### src/rtl/wreg_hazard_pipe.sv
// Tracks the ID-selected destination register through ID/EX, EX/MEM and MEM/WB
// and derives the load-use stall and the EX operand forwarding selects.
module wreg_hazard_pipe #(
  parameter int REG_W = 5,
  parameter int CNT_W = 32
) (
  input  logic             clk,
  input  logic             reset,
  input  logic             id_valid,
  input  logic [REG_W-1:0] id_rs,
  input  logic [REG_W-1:0] id_rt,
  input  logic             id_use_rs,
  input  logic             id_use_rt,
  input  logic [REG_W-1:0] id_wreg,
  input  logic             id_regwrite,
  input  logic             id_load,
  input  logic             flush,
  output logic             stall,
  output logic [1:0]       fwd_a_sel,
  output logic [1:0]       fwd_b_sel,
  output logic [REG_W-1:0] ex_wreg,
  output logic [REG_W-1:0] mem_wreg,
  output logic [REG_W-1:0] wb_wreg,
  output logic             wb_regwrite,
  output logic [CNT_W-1:0] stall_cnt
);

  localparam logic [CNT_W-1:0] CNT_ONE = {{(CNT_W-1){1'b0}}, 1'b1};

  logic [REG_W-1:0] ex_rs, ex_rt;
  logic             ex_regwrite, ex_load, ex_valid;
  logic             mem_regwrite, mem_load, mem_valid;
  logic             wb_regwrite_q, wb_valid;

  logic             id_writes;
  logic             hit_rs, hit_rt;
  logic             bubble;

  // A write to $0 is never tracked, so a nonzero stage wreg is implied by regwrite.
  assign id_writes = id_regwrite & id_valid & (id_wreg != '0);

  assign hit_rs = id_use_rs & id_valid & (id_rs == ex_wreg);
  assign hit_rt = id_use_rt & id_valid & (id_rt == ex_wreg);
  assign stall  = ex_load & ex_regwrite & (hit_rs | hit_rt);
  assign bubble = stall | flush;

  assign wb_regwrite = wb_regwrite_q & wb_valid;

  always_comb begin
    fwd_a_sel = 2'b00;
    if (mem_regwrite && (mem_wreg == ex_rs))
      fwd_a_sel = 2'b01;
    else if (wb_regwrite && (wb_wreg == ex_rs))
      fwd_a_sel = 2'b10;
  end

  always_comb begin
    fwd_b_sel = 2'b00;
    if (mem_regwrite && (mem_wreg == ex_rt))
      fwd_b_sel = 2'b01;
    else if (wb_regwrite && (wb_wreg == ex_rt))
      fwd_b_sel = 2'b10;
  end

  always_ff @(posedge clk or posedge reset) begin
    if (reset) begin
      ex_rs         <= '0;
      ex_rt         <= '0;
      ex_wreg       <= '0;
      ex_regwrite   <= 1'b0;
      ex_load       <= 1'b0;
      ex_valid      <= 1'b0;
      mem_wreg      <= '0;
      mem_regwrite  <= 1'b0;
      mem_load      <= 1'b0;
      mem_valid     <= 1'b0;
      wb_wreg       <= '0;
      wb_regwrite_q <= 1'b0;
      wb_valid      <= 1'b0;
      stall_cnt     <= '0;
    end else begin
      mem_wreg      <= ex_wreg;
      mem_regwrite  <= ex_regwrite;
      mem_load      <= ex_load;
      mem_valid     <= ex_valid;
      wb_wreg       <= mem_wreg;
      wb_regwrite_q <= mem_regwrite;
      wb_valid      <= mem_valid;

      if (bubble) begin
        ex_rs       <= '0;
        ex_rt       <= '0;
        ex_wreg     <= '0;
        ex_regwrite <= 1'b0;
        ex_load     <= 1'b0;
        ex_valid    <= 1'b0;
      end else begin
        ex_rs       <= id_rs;
        ex_rt       <= id_rt;
        ex_wreg     <= id_wreg;
        ex_regwrite <= id_writes;
        ex_load     <= id_load & id_valid;
        ex_valid    <= id_valid;
      end

      if (stall && (stall_cnt != '1))
        stall_cnt <= stall_cnt + CNT_ONE;
    end
  end

  // The load flag in MEM is kept for observability; no logic here consumes it.
  logic unused_mem_load;
  assign unused_mem_load = mem_load;

endmodule

### config.mk
export PLATFORM = sky130hd
export DESIGN_NAME = wreg_hazard_pipe
export DESIGN_NICKNAME = d
export VERILOG_FILES = /design/src/rtl/wreg_hazard_pipe.sv
export SDC_FILE = /design/constraint.sdc
export NUM_CORES = 1
export LEC_CHECK = 0
export ABC_CLOCK_PERIOD_IN_PS = 2500
export CAP_MARGIN = 5
export CORE_ASPECT_RATIO = 1.75
export CORE_UTILIZATION = 40
export CTS_CLUSTER_SIZE = 40
export DETAILED_ROUTE_END_ITERATION = 8
export PLACE_DENSITY = 0.69
export SLEW_MARGIN = 25
export SYNTH_ARGS = -nofsm -noshare
export SYNTH_HDL_FRONTEND = slang
export SYNTH_SLANG_ARGS = --single-unit
### constraint.sdc
create_clock -name clk -period 2.5 [get_ports clk]
set_input_delay 0.5 -clock clk [delete_from_list [all_inputs] [get_ports clk]]
set_output_delay 0.5 -clock clk [all_outputs]
set_load 0.02 [all_outputs]
==> metrics <==
status=finished, final reports clean; via-per-instance ratio=5.06; drt pass-1 iters=4; DR vias=2151; worst slack at placement=-0.296 ns; Syn Inst Count=241; Tmin final=2.42 ns; Worst Path Required=2.00 ns; CTS max path bufs=2; final period utilization=0.966; Avg WL per Cell=15.7 microns; reg2reg setup slack=0.41 ns; Flop pwr share=0.421; Seq/Total Area, Yosys=0.567; Setup Fix Bufs, Post-CTS=0; Avg Inst Size Synth=11.7 sq um; DRC viols=0; Net Sw Power=526 uW; TritonCTS Buffers=9; clk_skew=0.00565 ns; Clock Power Share=0.503; Skew-Pair Late Insertion Delay=0.32 ns; Switching Share=0.203; # setup viols final=0; startpoint types=flip-flop; ANT nets after route=0; worst-margin pin slew=0.527 ns; Setup crit end kind=primary output; VDD IR-drop max=0.470 mV; Max Cap Viol=0; synth top area cells=dfrtp_1 57%, xnor2_1 14%, xor2_1 4.6%; top_reg_cell synth=dfrtp_1; fin area=4090 sq um; initial antenna violation count=0; total global routing overflow=0; Detailed Route WL=6690 microns; setup ws final=0.0838 ns; via count of the first global-routing pass=2407; Placement Cell Area=3760 sq um; GP Congestion=0.859; power per cell area=633 nW/um^2; asr flop ratio synth=1.00; starting density of the core=0.412; Pins Over Slew Limit=0; clock-pin slew on the worst setup and hold paths=0.05 ns; Total GRT Usage=0.209; sequence of cells on the critical path=xor2_1, nor4_2, and3_1, nor4_1, dlygate4sd2_1; final hold viol count=0; Power Internal=2060 uW; Yosys reg bits=64; layout cells sized above 1=0.109; CTS Hold Bufs=0; Critical Path Fanout Max=4; worst rel slew slack=0.648; num ports=76; top-area cell type share of the netlist area=0.567; syn nets=265; htree depth=3; Distinct cells, synth=27; CP Data Arrival Time=1.92 ns; Area growth, synth to finish=44.8%; Post-synth EDFFs=0; diode count=0; DRT iter0 DRCs=103; CP max stage delay=0.41 ns; combinational power share=0.076; TritonCTS clock tree=built; Die Area=7420 sq um; Worst Hold Class=flip-flop to flip-flop; clk root buf=clkbuf_16; Synth area leader=dfrtp_1; f_max=414 MHz; first-pass GRT wire length=11500 microns; critical path class=flip-flop to primary output; RSZ-0062 raised after global routing=no; Die Wd=65.5 microns; DP Wirelength=5100 microns; CP max stage cell=dfrtp_1; Core ar.=6860 sq um; Synth Cell Area=2830 sq um; nets=360; static leakage=0.00183 uW; Synth Warn #=0; Die Ht=113 microns; largest net degree at the start of global routing=65; clock sinks=64; IO buf count=75; Core Rows=40; Layout fillers=593
==> power by group through the flow <==
stage	Combinational, uW	Clock (uW)	Sequential [uW]
3_3_place_gp	193	0	1100
4_1_cts	200	1330	1090
2_1_floorplan	73.8	0	1120
3_5_place_dp	194	0	1110
6_report	197	1300	1090
5_1_grt	213	1390	1090
==> routing by layer <==
metal / part of all wire / vias up / GRT usage
li1: - / 1023 / -
met1: 0.36 / 1040 / 0.225
met2: 0.55 / 78 / 0.367
met3: 0.061 / 10 / 0.0635
met4: 0.021 / 0 / 0.0957
met5: 0 / - / 0
==> kinds of logic (layout without fill, tap and decap cells) <==
group / count (synthesis) / in the layout / share of synthesized area
AO/OA/AOI/OAI: 7 / 7 / 0.0181
XOR/XNOR: 60 / 60 / 0.186
adder cells (fa/ha/maj): 1 / 1 / 0.00443
buffers and inverters: 10 / 110 / 0.0204
flip-flops: 64 / 64 / 0.567
multiplexers: 1 / 1 / 0.00398
AND/OR/NAND/NOR: 98 / 98 / 0.201
==> registers in the layout (all words and copies together), names as in the netlist, 5 cells and up <==
signal     cells
ex_rs          5
ex_rt          5
ex_wreg        5
mem_wreg       5
stall_cnt     32
wb_wreg        5
==> what timing repair did <==
item	CTS	global route
setup endpoints to repair	5	1
resized for setup	9	2
gates cloned	0	0
==> through the flow <==
step	power [uW]	TNS (ns)	hold slack [ns]	instances	util
final	2590	0	0.351	425	0.597
after global routing	2690	0	0.367	425	0.597
after CTS	2630	0	0.357	425	0.598
after detailed placement	1300	-0.623	0.337	409	0.549
after global placement	1300	-0.288	0.333	409	0.549
after floorplan	1190	0	0.331	241	-
==> placed cells by master (no fill, tap or decap), types with 3 or more instances in the layout <==
cell type        instances
xor2_1                  15
nand3_1                 14
clkdlybuf4s50_1         70
dlygate4sd2_1            4
dfrtp_1                 64
inv_1                    4
nand2_1                 14
and2_1                  20
and3_1                  11
buf_4                   13
nor4_1                   3
clkbuf_16                9
clkbuf_1                 3
xnor2_1                 43
nor2_1                   8
nand4_1                 19
==> critical path: cells and delay by family, from the launching register on <==
family / cells / cell delay [ns]
xor+xnor: 1 / 0.29
buf+inv: 1 / 0.37
flops: 1 / 0.41
simple gates: 3 / 0.53
==> Yosys cell counts, types with 2 or more instances <==
library cell and n:
nand3_1 14, nor2_1 8, clkbuf_1 2, and2_1 20, nor4_1 5, o22ai_1 2
xnor2_1 45, and3_1 11, nand4_1 19, a31oi_1 2, inv_1 5, and4_2 2
nand2_1 14, and4_1 2, dfrtp_1 64, xor2_1 15
==> cell type report <==
type | count | area [sq um] | share of cell area
timing repair buffer | 89 | 858 | 0.210
tap | 84 | 105 | 0.0257
sequential | 64 | 1600 | 0.391
multi-input combinational | 167 | 1190 | 0.292
clock buffer | 13 | 250 | 0.0611
inverter | 5 | 18.8 | 0.00458
clock inverter | 3 | 65.1 | 0.0159
==> worst paths after layout <==
path	from	to	cells after the start
hold / removal	mem_valid$_DFF_PP0_	wb_valid$_DFF_PP0_	0
max in group asynchronous	reset	wb_wreg[0]$_DFF_PP0_	3
setup reg to reg	stall_cnt[12]$_DFFE_PP0P_	stall_cnt[2]$_DFFE_PP0P_	8
min in group asynchronous	reset	ex_wreg[1]$_DFF_PP0_	3
setup / recovery	mem_wreg[4]$_DFF_PP0_	fwd_a_sel[1]	5
hold reg to reg	mem_valid$_DFF_PP0_	wb_valid$_DFF_PP0_	0
Power figures use the tool's default switching activity.
